**src/rtl/uop_decode_queue.sv**
```systemverilog
// rtl/uop_decode_queue.sv - ARM instruction decoder feeding a DEPTH-entry micro-op FIFO
module uop_decode_queue #(
    parameter int DEPTH  = 4,
    parameter int MUL_EN = 1,
    parameter int CNT_W  = $clog2(DEPTH + 1)
) (
    input  logic             clk,
    input  logic             rst,
    input  logic             instr_valid_i,
    output logic             instr_ready_o,
    input  logic [31:0]      instr_i,
    input  logic             flush_i,
    output logic             uop_valid_o,
    input  logic             uop_ready_i,
    output logic [63:0]      uop_o,
    output logic [CNT_W-1:0] count_o,
    output logic             illegal_o
);

    localparam int PTR_W = (DEPTH > 1) ? $clog2(DEPTH) : 1;

    // Micro-op field layout; bits not listed here are always zero.
    localparam int UOP_VALID_B     = 0;
    localparam int UOP_COND_LSB    = 1;   // 4 bits
    localparam int UOP_CLASS_LSB   = 5;   // 3 bits
    localparam int UOP_ITYPE_LSB   = 8;   // 3 bits
    localparam int UOP_SRC_0_LSB   = 11;  // 4 bits
    localparam int UOP_SRC_1_LSB   = 15;  // 4 bits
    localparam int UOP_SRC_2_LSB   = 19;  // 4 bits
    localparam int UOP_DST_0_LSB   = 23;  // 4 bits
    localparam int UOP_DST_0_VALID = 27;
    localparam int UOP_IMM_12_LSB  = 28;  // 12 bits

    localparam logic [2:0] CLASS_INTEGER   = 3'd1;
    localparam logic [2:0] CLASS_INTEGER_M = 3'd2;
    localparam logic [2:0] CLASS_LOAD      = 3'd3;
    localparam logic [2:0] CLASS_STORE     = 3'd4;

    localparam logic [2:0] ITYPE_IMM       = 3'd1;
    localparam logic [2:0] ITYPE_REG       = 3'd2;
    localparam logic [2:0] ITYPE_SHIFT_LSL = 3'd3;  // LSR/ASR/ROR follow in order

    logic [63:0]      mem [DEPTH];
    logic [PTR_W-1:0] wr_ptr;
    logic [PTR_W-1:0] rd_ptr;
    logic [CNT_W-1:0] count;

    logic [63:0] dec_uop;
    logic        dec_legal;
    logic        is_dp;
    logic        dp_ok;
    logic        dst_ok;
    logic [2:0]  shift_type;

    logic accept;
    logic do_write;
    logic do_pop;

    assign instr_ready_o = (count < CNT_W'(DEPTH)) && !rst;
    assign uop_valid_o   = (count != '0);
    assign uop_o         = uop_valid_o ? mem[rd_ptr] : 64'd0;
    assign count_o       = count;

    assign accept   = instr_valid_i && instr_ready_o && !flush_i;
    assign do_write = accept && dec_legal;
    assign do_pop   = uop_valid_o && uop_ready_i && !flush_i;

    // Combinational decode of the fetched word into the FIFO write data.
    always_comb begin
        dec_uop    = 64'd0;
        dec_legal  = 1'b0;
        is_dp      = (instr_i[27:26] == 2'b00);
        // Compare/test opcodes with S=0 are the MSR/hint/misc space, not data processing.
        dp_ok      = !(instr_i[24] && !instr_i[23] && !instr_i[20]);
        // TST/TEQ/CMP/CMN (opcodes 8..11) only set flags.
        dst_ok     = (instr_i[24:23] != 2'b10);
        shift_type = ITYPE_SHIFT_LSL + {1'b0, instr_i[6:5]};

        if (is_dp && !instr_i[25] && instr_i[7] && instr_i[4]) begin
            dec_legal = (MUL_EN != 0);
            dec_uop[UOP_CLASS_LSB +: 3] = CLASS_INTEGER_M;
            dec_uop[UOP_SRC_0_LSB +: 4] = instr_i[3:0];
            dec_uop[UOP_SRC_1_LSB +: 4] = instr_i[11:8];
            dec_uop[UOP_SRC_2_LSB +: 4] = instr_i[15:12];
            dec_uop[UOP_DST_0_LSB +: 4] = instr_i[19:16];
            dec_uop[UOP_DST_0_VALID]    = 1'b1;
        end else if (is_dp && instr_i[25] && dp_ok) begin
            dec_legal = 1'b1;
            dec_uop[UOP_CLASS_LSB  +: 3]  = CLASS_INTEGER;
            dec_uop[UOP_ITYPE_LSB  +: 3]  = ITYPE_IMM;
            dec_uop[UOP_IMM_12_LSB +: 12] = instr_i[11:0];
            dec_uop[UOP_SRC_0_LSB  +: 4]  = instr_i[19:16];
            dec_uop[UOP_DST_0_LSB  +: 4]  = instr_i[15:12];
            dec_uop[UOP_DST_0_VALID]      = dst_ok;
        end else if (is_dp && !instr_i[25] && !instr_i[4] && dp_ok) begin
            dec_legal = 1'b1;
            dec_uop[UOP_SRC_0_LSB +: 4] = instr_i[19:16];
            dec_uop[UOP_SRC_1_LSB +: 4] = instr_i[3:0];
            dec_uop[UOP_DST_0_LSB +: 4] = instr_i[15:12];
            dec_uop[UOP_DST_0_VALID]    = dst_ok;
            // Only an unshifted register operand stays on the simple integer path.
            if (instr_i[6:5] == 2'b00 && instr_i[11:7] == 5'd0) begin
                dec_uop[UOP_CLASS_LSB +: 3] = CLASS_INTEGER;
                dec_uop[UOP_ITYPE_LSB +: 3] = ITYPE_REG;
            end else begin
                dec_uop[UOP_CLASS_LSB +: 3] = CLASS_INTEGER_M;
                dec_uop[UOP_ITYPE_LSB +: 3] = shift_type;
            end
        end else if (is_dp && !instr_i[25] && !instr_i[7] && instr_i[4]) begin
            dec_legal = 1'b1;
            dec_uop[UOP_CLASS_LSB +: 3] = (instr_i[31:28] == 4'hE) ? CLASS_INTEGER_M
                                                                  : CLASS_INTEGER;
            dec_uop[UOP_ITYPE_LSB +: 3] = shift_type;
            dec_uop[UOP_SRC_0_LSB +: 4] = instr_i[19:16];
            dec_uop[UOP_SRC_1_LSB +: 4] = instr_i[3:0];
            dec_uop[UOP_SRC_2_LSB +: 4] = instr_i[11:8];
            dec_uop[UOP_DST_0_LSB +: 4] = instr_i[15:12];
            dec_uop[UOP_DST_0_VALID]    = dst_ok;
        end else if (instr_i[27:26] == 2'b01 && (!instr_i[25] || !instr_i[4])) begin
            dec_legal = 1'b1;
            dec_uop[UOP_CLASS_LSB +: 3] = instr_i[20] ? CLASS_LOAD : CLASS_STORE;
            dec_uop[UOP_SRC_0_LSB +: 4] = instr_i[19:16];
            dec_uop[UOP_DST_0_LSB +: 4] = instr_i[15:12];
            dec_uop[UOP_DST_0_VALID]    = instr_i[20];
        end

        if (dec_legal) begin
            dec_uop[UOP_VALID_B]        = 1'b1;
            dec_uop[UOP_COND_LSB +: 4]  = instr_i[31:28];
        end else begin
            dec_uop = 64'd0;
        end
    end

    // FIFO storage; contents need no reset because occupancy gates the output.
    always_ff @(posedge clk) begin
        if (do_write && !rst) begin
            mem[wr_ptr] <= dec_uop;
        end
    end

    // Pointers, occupancy and the illegal pulse; flush outranks push and pop.
    always_ff @(posedge clk) begin
        if (rst || flush_i) begin
            wr_ptr    <= '0;
            rd_ptr    <= '0;
            count     <= '0;
            illegal_o <= 1'b0;
        end else begin
            if (do_write) begin
                wr_ptr <= wr_ptr + 1'b1;
            end
            if (do_pop) begin
                rd_ptr <= rd_ptr + 1'b1;
            end
            case ({do_write, do_pop})
                2'b10:   count <= count + 1'b1;
                2'b01:   count <= count - 1'b1;
                default: count <= count;
            endcase
            illegal_o <= accept && !dec_legal;
        end
    end

endmodule

```
**config.mk**
```make
export PLATFORM = sky130hd
export DESIGN_NAME = uop_decode_queue
export DESIGN_NICKNAME = d
export VERILOG_FILES = /design/src/rtl/uop_decode_queue.sv
export SDC_FILE = /design/constraint.sdc
export NUM_CORES = 1
export LEC_CHECK = 0
export ABC_AREA = 1
export BUFFER_PORTS_ARGS = -buffer_cell sky130_fd_sc_hd__buf_2
export CAP_MARGIN = 30
export CORE_ASPECT_RATIO = 0.5
export CORE_UTILIZATION = 57
export CTS_CLUSTER_DIAMETER = 200
export DETAILED_ROUTE_END_ITERATION = 8
export PLACE_DENSITY = 0.89
export SYNTH_ARGS = -nofsm -noshare
export SYNTH_HDL_FRONTEND = slang
export SYNTH_SLANG_ARGS = --single-unit
```
**constraint.sdc**
```tcl
create_clock -name clk -period 4.5 [get_ports clk]
set_input_delay 1.125 -clock clk [delete_from_list [all_inputs] [get_ports clk]]
set_output_delay 1.125 -clock clk [all_outputs]
set_load 0.05 [all_outputs]
```
==> results of run 1 <==
-- layout make-up --
| cell class | instances | area share [%] |
|---|---|---|
| Multi-Input combinational cell | 417 | 23.22 |
| Clock inverter | 10 | 1.514 |
| Clock buffer | 20 | 5.182 |
| Sequential cell | 170 | 59.41 |
| Tap cell | 165 | 2.450 |
| Inverter | 48 | 2.138 |
| Timing Repair Buffer | 90 | 6.088 |
-- cells in the mapped netlist, types with 2 or more instances --
| master | instances | area [sq um] |
|---|---|---|
| o21ai_0 | 82 | 410.4 |
| edfxtp_1 | 160 | 4805 |
| nand3_1 | 6 | 30.03 |
| o22ai_1 | 8 | 50.05 |
| nand3_2 | 2 | 20.02 |
| nand2_1 | 24 | 90.09 |
| ha_1 | 6 | 75.07 |
| inv_2 | 3 | 11.26 |
| a21oi_1 | 50 | 250.2 |
| inv_1 | 45 | 168.9 |
| o21ai_1 | 15 | 75.07 |
| buf_4 | 24 | 180.2 |
| clkbuf_1 | 25 | 93.84 |
| nor2_1 | 187 | 701.9 |
| buf_2 | 7 | 35.03 |
| nand4_1 | 3 | 18.77 |
| dfxtp_1 | 10 | 200.2 |
-- routing by layer --
metal  GRT usage [%]  vias to the layer above  part of all wire [%]
met2           46.07                      467                    48
met1           31.64                     2579                    36
met4           14.72                        0                   4.0
met5               0                        -                     0
met3           7.293                       85                    12
li1                -                     2399                     -
-- per-stage QoR --
| step | util, % | hold WS [ns] | cells |
|---|---|---|---|
| 6_report | 69.12 | 0.4778 | 920 |
| 5_1_grt | 69.12 | 0.4960 | 920 |
| 4_1_cts | 69.12 | 0.4758 | 920 |
| 3_5_place_dp | 64.49 | 0.4633 | 890 |
| 3_3_place_gp | 64.49 | 0.4539 | 890 |
| 2_1_floorplan | - | 0.4358 | 693 |
-- flip-flops by register name, indices dropped and copies added (netlist names), named ones only --
signal,flops
wr_ptr,2
rd_ptr,2
mem,160
count_o,3
illegal_o,1
-- final timing paths --
check	endpoint	slack (ns)	depth (start not counted)
min	rd_ptr[0]	0.48	1
min reg2reg	rd_ptr[0]	0.48	1
max reg2reg	count_o[2]	2.10	10
max	count_o[2]	1.06	14
-- power groups by stage --
stage	Sequential, mW	Combinational [mW]	Clock, mW
detailed placement	1.77	0.168	0
finish	1.74	0.173	1.41
CTS	1.74	0.171	1.42
global route	1.73	0.185	1.48
global placement	1.77	0.162	0
floorplan	1.77	0.134	0
-- cells by family (layout without fill, tap and decap cells) --
logic type | count (synthesis) | in the layout | synth area share (%)
AOI/OAI and AO/OA | 158 | 158 | 11.11
and+or+nand+nor | 228 | 228 | 12.52
adders and majority gates | 7 | 7 | 1.295
DFF | 170 | 170 | 68.15
other | 1 | 24 | 0.05107
buffers and inverters | 106 | 168 | 6.866
==> reports/qor.csv, run 1 <==
stage,metric,value,unit
critical_path,Top Family by Delay on Critical Path,simple AND/OR/NAND/NOR gates,
critical_path,delay of the slowest critical-path stage,0.45,ns
placement,hpwl dp,9920,um
drt,final WL,17450,um
clock_tree,Hold Buf Count CTS,0,
yosys,Synth Flop Type,edfxtp_1,
yosys,number of synthesis warnings,0,
timing,Max Slew Vio Count,0,
timing,Final period util,76.48,%
global_routing,GRT Residual Overflow,0,
floorplanning,Initial Util,60.23,%
timing,max-slew headroom at the worst pin,56.25,%
final_layout,register area,5006,sq um
clock_tree,clock buffer depth,2,
global_routing,pin count of the biggest net entering global routing,63,
yosys,"flops & latches, synth",170,
critical_path,critical path type,in -> reg,
yosys,Post-synth EDFFs,160,
final_layout,area delta synth->final,14.76,%
global_routing,global-route wire length before repair,26100,um
final_layout,multi-input logic area,1957,sq um
pwr,P_sw,0.6941,mW
pwr,internal power,2.623,mW
floorplanning,# IOs,107,
yosys,Netlist Area Pre-Place,7343,sq um
pwr,Clk pwr share,42.5,%
yosys,Mapped Cells,670,
clock_tree,H-tree Lvls,4,
placement,Final GP Congestion,0.8152,
timing,final setup fails,0,
final_layout,share of post-route cells with drive strength above 1,17.22,%
pwr,sequential fraction of design power,52.3,%
critical_path,CP max stage cell,nand2_1,
yosys,fraction of registers with async set/reset,0,%
critical_path,FF-to-FF Start,count_o[1],
min_path,hold crit path type,reg -> reg,
critical_path,CP Data Required Time,4.81,ns
clock_tree,"Clk pin slew, worst setup/hold paths",0.06,ns
floorplanning,core area,12190,sq um
yosys,syn_area_per_cell,10.96,sq um
pwr,switching part of the total,20.92,%
pwr,leakage power,3.237,nW
timing,"Hold Violations, Final",0,
critical_path,CP startpoint,instr_i[25],
critical_path,startpoint types,primary input,
yosys,Cell variety after synth,30,
floorplanning,row count,28,
pwr,pwr/cell area,393.7,nW/um^2
drt,routed vias/inst,6.011,
floorplanning,Total Die Area,13370,sq um
final_layout,post-route design area,8427,sq um
global_routing,number of global-route vias before repair,5279,
clock_tree,Clock Sinks,170,
final_layout,Nets,788,
drt,DR WL/cell,18.97,um
drt,via count,5530,
timing,setup TNS,0,ns
job,max_cap viols,0,
floorplanning,Die X,162.5,um
critical_path,crit-path cells,buf_2 -> inv_1 -> nand2_1 -> inv_2 -> nand3_2 -> nand3_2 -> nand2_1 -> ha_1 -> inv_1 -> fa_1 -> a21oi_1 -> o21ai_0 -> o21ai_0 -> a21oi_1,
placement,Port Buffers,80,
drt,DRT Pass-1 Iters,7,
final_layout,FILL cells,751,
final_layout,ANT cells,0,
critical_path,worst path bufs/invs,4,
drt,1st-iter DRT viols,794,
timing,fmax,290.6,MHz
pwr,Tot Pwr,3.318,mW
pwr,Max VDD drop,0.0002141,V
yosys,post-synthesis sequential area ratio,68.15,%
clock_tree,clock latency at the later pin of the worst-skew pair,0.42,ns
timing,fin worst setup slack,1.058,ns
clock_tree,Num CTS Buffers,17,
global_routing,initial antenna violation count,0,
timing,minimum clock period,3.442,ns
critical_path,crit path DAT,3.75,ns
clock_tree,Resized cells post-CTS,0,
global_routing,Tot GR Track Use,26.85,%
timing,RSZ-0062 raised after global routing,no,
pwr,Comb pwr share,5.2,%
placement,Place WS,0.7112,ns
timing,post-route clock skew,0.005933,ns
critical_path,Crit. End Element,register,
clock_tree,Root Buffer,clkbuf_16,
final_layout,most frequent cells in the layout,"nor2_1 (183), edfxtp_1 (160), o21ai_0 (82)",
min_path,HP Start,rd_ptr[0],
clock_tree,number of post-CTS setup repair buffers,0,
timing,Worst Tran Pin Value,0.6544,ns
critical_path,Crit Path Max Fanout,19,
drt,"antenna viol nets, final",0,
run_status,status,completed,
placement,Post-DP Area,7863,sq um
clock_tree,CTS tree,built,
floorplanning,DIE HEIGHT,82.26,um
final_layout,"commonest non-fill, non-tap cell in the layout",nor2_1,
drt,drt drc,0,
Note: power is estimated with default switching activity, not from simulation.
==> run 2, diff against run 1 <==
- ABC_AREA: 1 -> 0
- CORE_UTILIZATION: 57 -> 51
- PLACE_DENSITY: 0.89 -> 0.84
- clock period: 4.5 -> 2.85 ns (I/O delays scaled with it)
==> reports/qor.csv, run 2 <==
stage,metric,value,unit
yosys,"count leader, synth",edfxtp_1,
floorplanning,Total Die Area,14860,sq um
placement,DP Cell Count,691,
final_layout,most frequent cells in the layout,"edfxtp_1 (160), buf_2 (80), nor2b_1 (42)",
placement,Port Buffers,80,
floorplanning,DIE HEIGHT,86.71,um
drt,DR WL/cell,20.25,um
clock_tree,clock buffer depth,2,
run_status,status,completed,
critical_path,Crit. End Element,primary output,
yosys,post-synthesis sequential area ratio,68.39,%
job,max_cap viols,0,
timing,post-route clock skew,0.01359,ns
critical_path,Reg2Reg Depth,10,
drt,via count,4047,
final_layout,"commonest non-fill, non-tap cell in the layout",edfxtp_1,
final_layout,Nets,562,
timing,RSZ-0062 raised after global routing,no,
global_routing,number of global-route vias before repair,4222,
yosys,post-synthesis compound-gate area fraction,3.317,%
placement,Final GP Congestion,0.7783,
critical_path,worst r2r dst,count_o[2],
timing,Final period util,96.84,%
min_path,hold endpoint,wr_ptr[0],
clock_tree,Num CTS Buffers,17,
pwr,Max VDD drop,0.0003972,V
global_routing,initial antenna violation count,0,
yosys,syn_area_per_cell,17.38,sq um
timing,fin worst setup slack,0.08992,ns
clock_tree,Hold Buf Count CTS,0,
timing,max-slew headroom at the worst pin,52.54,%
min_path,hold crit path type,reg -> reg,
critical_path,CP Data Required Time,2.14,ns
global_routing,global-route wire length before repair,22780,um
floorplanning,Die X,171.4,um
timing,minimum clock period,2.760,ns
clock_tree,H-tree Lvls,4,
yosys,Yosys top cell by area,edfxtp_1,
yosys,Post-synth EDFFs,160,
placement,Post-DP Area,8004,sq um
critical_path,startpoint types,register,
pwr,internal power,3.990,mW
min_path,Hold Path Stages,2,
pwr,pwr/cell area,610.6,nW/um^2
final_layout,area delta synth->final,17.66,%
critical_path,r2r setup slk,0.38,ns
final_layout,max FFs per register,160,
critical_path,Crit Path Max Fanout,9,
clock_tree,Root Buffer,clkbuf_16,
drt,DRT Pass-1 Iters,5,
clock_tree,clock latency at the later pin of the worst-skew pair,0.42,ns
yosys,Netlist Area Pre-Place,7318,sq um
yosys,Synth Flop Type,edfxtp_1,
timing,final setup fails,0,
final_layout,"non-filler cells, final",723,
yosys,adder-cell share of the synthesized area,1.299,%
global_routing,pin count of the biggest net entering global routing,43,
final_layout,Biggest register,mem,
yosys,Cell variety after synth,52,
placement,hpwl dp,9341,um
pwr,leakage power,2.999,nW
drt,final WL,14640,um
timing,Hold WS,0.5134,ns
drt,drt drc,0,
min_path,HP Start,wr_ptr[0],
final_layout,post-route design area,8611,sq um
timing,Worst Tran Pin Value,0.7054,ns
floorplanning,Initial Util,53.12,%
yosys,Mapped Cells,421,
clock_tree,"Clk pin slew, worst setup/hold paths",0.06,ns
final_layout,ANT cells,0,
yosys,most area-consuming cells after synthesis,"edfxtp_1 (66%), mux4_2 (12%), nor2b_1 (3.6%)",
final_layout,final core occ,62.51,%
global_routing,GRT Residual Overflow,0,
clock_tree,Clock Sinks,170,
yosys,mux cell area share after synthesis,12.86,%
placement,Place WS,-0.006837,ns
yosys,Synth Area in Simple Gates,9.267,%
drt,routed vias/inst,5.598,
pwr,Comb pwr share,5.2,%
critical_path,FF-to-FF Start,count_o[2],
clock_tree,CTS tree,built,
yosys,number of synthesis warnings,0,
yosys,fraction of registers with async set/reset,0,%
final_layout,share of post-route cells with drive strength above 1,35.59,%
drt,1st-iter DRT viols,343,
global_routing,Tot GR Track Use,21.48,%
timing,Max Slew Vio Count,0,
floorplanning,row count,30,
timing,fmax,362.3,MHz
yosys,main combinational cell family by area after synthesis,multiplexers,
pwr,P_sw,1.268,mW
floorplanning,# IOs,107,
yosys,Post-synth top cells,"edfxtp_1 (160), nor2b_1 (42), mux4_2 (40)",
floorplanning,core area,13780,sq um
pwr,Clk pwr share,42.8,%
yosys,top-area cell type share of the netlist area,65.65,%
timing,"Hold Violations, Final",0,
pwr,switching part of the total,24.11,%
pwr,sequential fraction of design power,52.0,%
drt,"antenna viol nets, final",0,
yosys,"flops & latches, synth",170,
yosys,Post-Synth XOR/XNOR Area,0.4787,%
critical_path,crit path DAT,2.05,ns
critical_path,critical path type,reg -> out,
run 2: cell count changes after synthesis, sizes merged, moves of 15 or more:
cell,delta
a21oi,-46
clkbuf,-15
inv,-38
mux4,+40
nand2,-19
nor2,-173
nor2b,+42
o21ai,-92
run 2: logic make-up (layout without fill, tap and decap cells):
| group | after synthesis | count (layout) |
|---|---|---|
| AO/OA/AOI/OAI | 32 | 32 |
| adder cells (fa/ha/maj) | 7 | 7 |
| buffers and inverters | 55 | 142 |
| XOR/XNOR | 4 | 4 |
| AND/OR/NAND/NOR | 108 | 108 |
| other | 1 | 24 |
| multiplexers | 44 | 44 |
| flip-flops | 170 | 170 |
run 2: area by class of cell:
type	instances	area [sq um]
tap	192	240.2
clock buffer	17	425.4
fill	945	5165
timing repair buffer	100	625.6
clock inverter	15	178.9
multi-input combinational	219	2093
sequential	170	5010
inverter	10	37.54
run 2: how the worst max path moves through the flow:
stage                        start         end  cells past startpoint
after floorplan            flush_i   mem[0][0]                      3
after global placement     flush_i  count_o[2]                     11
after detailed placement   flush_i  count_o[2]                     11
after CTS                 register   uop_o[27]                      4
after global routing      register   uop_o[17]                      4
final                     register   uop_o[27]                      4
run 2: repair_timing:
action / in CTS / in global routing
buffers inserted: 0 / 0
resized for setup: 1 / 0
endpoints found under the setup margin: 23 / 0
run 2: worst max-delay path: stages (launching register included):
cell and delay [ns]:
dfxtp_4 0.47, buf_4 0.24, mux4_2 0.52, nor2b_1 0.16
buf_2 0.24
run 2: through the flow:
step | setup TNS, ns | power (mW)
floorplan | 0 | 3.008
finish | 0 | 5.258
global placement | 0 | 3.053
detailed placement | -0.006837 | 3.061
CTS | 0 | 5.285
global route | 0 | 5.408
run 2: layer usage:
metal,vias up,wire length [um],GRT usage (%)
li1,1781,-,-
met1,2063,6377,27.80
met2,173,7302,36.25
met3,30,670,4.429
met4,0,290,8.360
met5,-,0,0
run 2: power by group through the flow:
stage          registers [mW]  clock network [mW]  logic, mW
2_1_floorplan            2.79                   0      0.214
3_3_place_gp             2.79                   0      0.262
3_5_place_dp             2.79                   0      0.268
4_1_cts                  2.74                2.28      0.272
5_1_grt                  2.74                2.38      0.291
6_report                 2.74                2.25      0.273
==> run 3, diff against run 2 <==
- PLACE_DENSITY: 0.84 -> 0.75
==> reports/qor.csv, run 3 (synthesis results as in run 2) <==
stage,metric,value,unit
pwr,sequential fraction of design power,52.6,%
final_layout,most frequent cells in the layout,"edfxtp_1 (160), buf_2 (80), nor2b_1 (42)",
pwr,switching part of the total,23.69,%
drt,drt drc,0,
timing,post-route clock skew,0.006316,ns
global_routing,Tot GR Track Use,20.27,%
clock_tree,Root Buffer,clkbuf_16,
min_path,HP Start,rd_ptr[1],
drt,DR WL/cell,19.16,um
final_layout,area delta synth->final,17.37,%
global_routing,GRT Residual Overflow,0,
global_routing,global-route wire length before repair,21440,um
critical_path,worst r2r dst,count_o[2],
min_path,hold crit path type,reg -> reg,
timing,RSZ-0062 raised after global routing,no,
final_layout,share of post-route cells with drive strength above 1,35.35,%
placement,Port Buffers,80,
global_routing,initial antenna violation count,0,
final_layout,final core occ,62.35,%
critical_path,r2r setup slk,0.40,ns
placement,hpwl dp,8881,um
placement,Final GP Congestion,0.7654,
timing,fmax,364.2,MHz
timing,Worst Tran Pin Value,0.6116,ns
drt,1st-iter DRT viols,324,
pwr,pwr/cell area,605.9,nW/um^2
final_layout,FILL cells,998,
critical_path,Reg2Reg Depth,10,
timing,setup TNS,0,ns
final_layout,"non-filler cells, final",721,
final_layout,Nets,560,
floorplanning,# IOs,107,
final_layout,Biggest register,mem,
pwr,Max VDD drop,0.0003299,V
timing,Max Slew Vio Count,0,
timing,minimum clock period,2.746,ns
clock_tree,H-tree Lvls,4,
timing,final setup fails,0,
final_layout,"commonest non-fill, non-tap cell in the layout",edfxtp_1,
final_layout,max FFs per register,160,
floorplanning,Initial Util,53.12,%
drt,DRT Pass-1 Iters,4,
min_path,Hold Path Stages,2,
clock_tree,Hold Buf Count CTS,0,
critical_path,CP max stage cell,mux4_2,
clock_tree,Clock Sinks,170,
critical_path,critical path type,reg -> out,
placement,Post-DP Area,8001,sq um
drt,"antenna viol nets, final",0,
clock_tree,number of post-CTS setup repair buffers,0,
floorplanning,DIE HEIGHT,86.71,um
pwr,P_sw,1.233,mW
pwr,internal power,3.971,mW
floorplanning,core area,13780,sq um
placement,DP Cell Count,689,
pwr,leakage power,2.980,nW
final_layout,post-route design area,8589,sq um
final_layout,ANT cells,0,
clock_tree,Num CTS Buffers,17,
critical_path,crit-path cells,buf_12 -> mux4_2 -> nor2b_1 -> buf_2,
pwr,Clk pwr share,42.2,%
timing,Hold WS,0.5194,ns
clock_tree,clock latency at the later pin of the worst-skew pair,0.42,ns
drt,via count,3914,
run_status,status,completed,
pwr,Comb pwr share,5.2,%
critical_path,delay of the slowest critical-path stage,0.55,ns
critical_path,Crit. End Element,primary output,
floorplanning,Die X,171.4,um
critical_path,Crit Path Max Fanout,17,
clock_tree,"Clk pin slew, worst setup/hold paths",0.07,ns
global_routing,pin count of the biggest net entering global routing,43,
critical_path,CP Data Required Time,2.14,ns
timing,"Hold Violations, Final",0,
clock_tree,clock buffer depth,2,
critical_path,crit path DAT,2.03,ns
floorplanning,row count,30,
drt,final WL,13810,um
timing,Final period util,96.35,%
job,max_cap viols,0,
clock_tree,CTS tree,built,
critical_path,FF-to-FF Start,count_o[2],
timing,max-slew headroom at the worst pin,58.85,%
global_routing,number of global-route vias before repair,3945,
floorplanning,Total Die Area,14860,sq um
drt,routed vias/inst,5.429,
critical_path,startpoint types,register,
run 3: cell count changes in the layout (fill, tap and decap cells not counted), moves of 2 or more:
cell | before | now
clkinv_4 | 1 | 6
clkinv_8 | 6 | 2
buf_4 | 14 | 10
inv_6 | 3 | 0
inv_8 | 3 | 5
run 3: area by class of cell:
cell class                      count  area (sq um)  area share (%)
Clock inverter                     15         156.4           1.821
Clock buffer                       17         425.4           4.953
Timing Repair Buffer               98         626.9           7.298
Tap cell                          192         240.2           2.797
Multi-Input combinational cell    219          2093           24.37
Sequential cell                   170          5010           58.32
Inverter                           10         37.54          0.4370
run 3: metrics by stage:
step / power, mW / setup WS [ns]
2_1_floorplan: 3.008 / 0.01480
3_5_place_dp: 3.061 / -0.02415
6_report: 5.204 / 0.1042
5_1_grt: 5.354 / 0.01315
4_1_cts: 5.242 / 0.03869
3_3_place_gp: 3.055 / 0.04259
run 3: repair_timing:
item / 4_1_cts / 5_1_grt
hold endpoints to repair: 0 / 0
cloned: 0 / 0
setup endpoints to repair: 12 / 4
gates resized for setup: 1 / 1
run 3: worst max-delay path: cells and delay by family (launching register included):
family | cells | cell delay [ns]
simple gates | 1 | 0.15
buf+inv | 2 | 0.44
mux | 1 | 0.55
flops | 1 | 0.46
run 3: worst max path at each step:
stage / to / startpoint / cells past startpoint
3_5_place_dp: count_o[2] / flush_i / 11
3_3_place_gp: count_o[2] / flush_i / 11
5_1_grt: uop_o[17] / register / 4
2_1_floorplan: mem[0][0] / flush_i / 3
6_report: uop_o[17] / register / 4
4_1_cts: uop_o[0] / register / 4
run 3: routing by layer:
layer | vias to the layer above | share of wire, % | track usage (%) | wire length, um
li1 | 1776 | - | - | -
met1 | 1981 | 45 | 28.16 | 6234
met2 | 139 | 48 | 31.82 | 6637
met3 | 18 | 5.5 | 4.703 | 764
met4 | 0 | 1.3 | 7.224 | 178
met5 | - | 0 | 0 | 0
run 3: power by group through the flow:
stage / Sequential, mW / Clock [mW] / Combinational, mW
finish: 2.74 / 2.20 / 0.272
global route: 2.74 / 2.33 / 0.292
CTS: 2.74 / 2.24 / 0.271
detailed placement: 2.79 / 0 / 0.269
global placement: 2.79 / 0 / 0.264
floorplan: 2.79 / 0 / 0.214
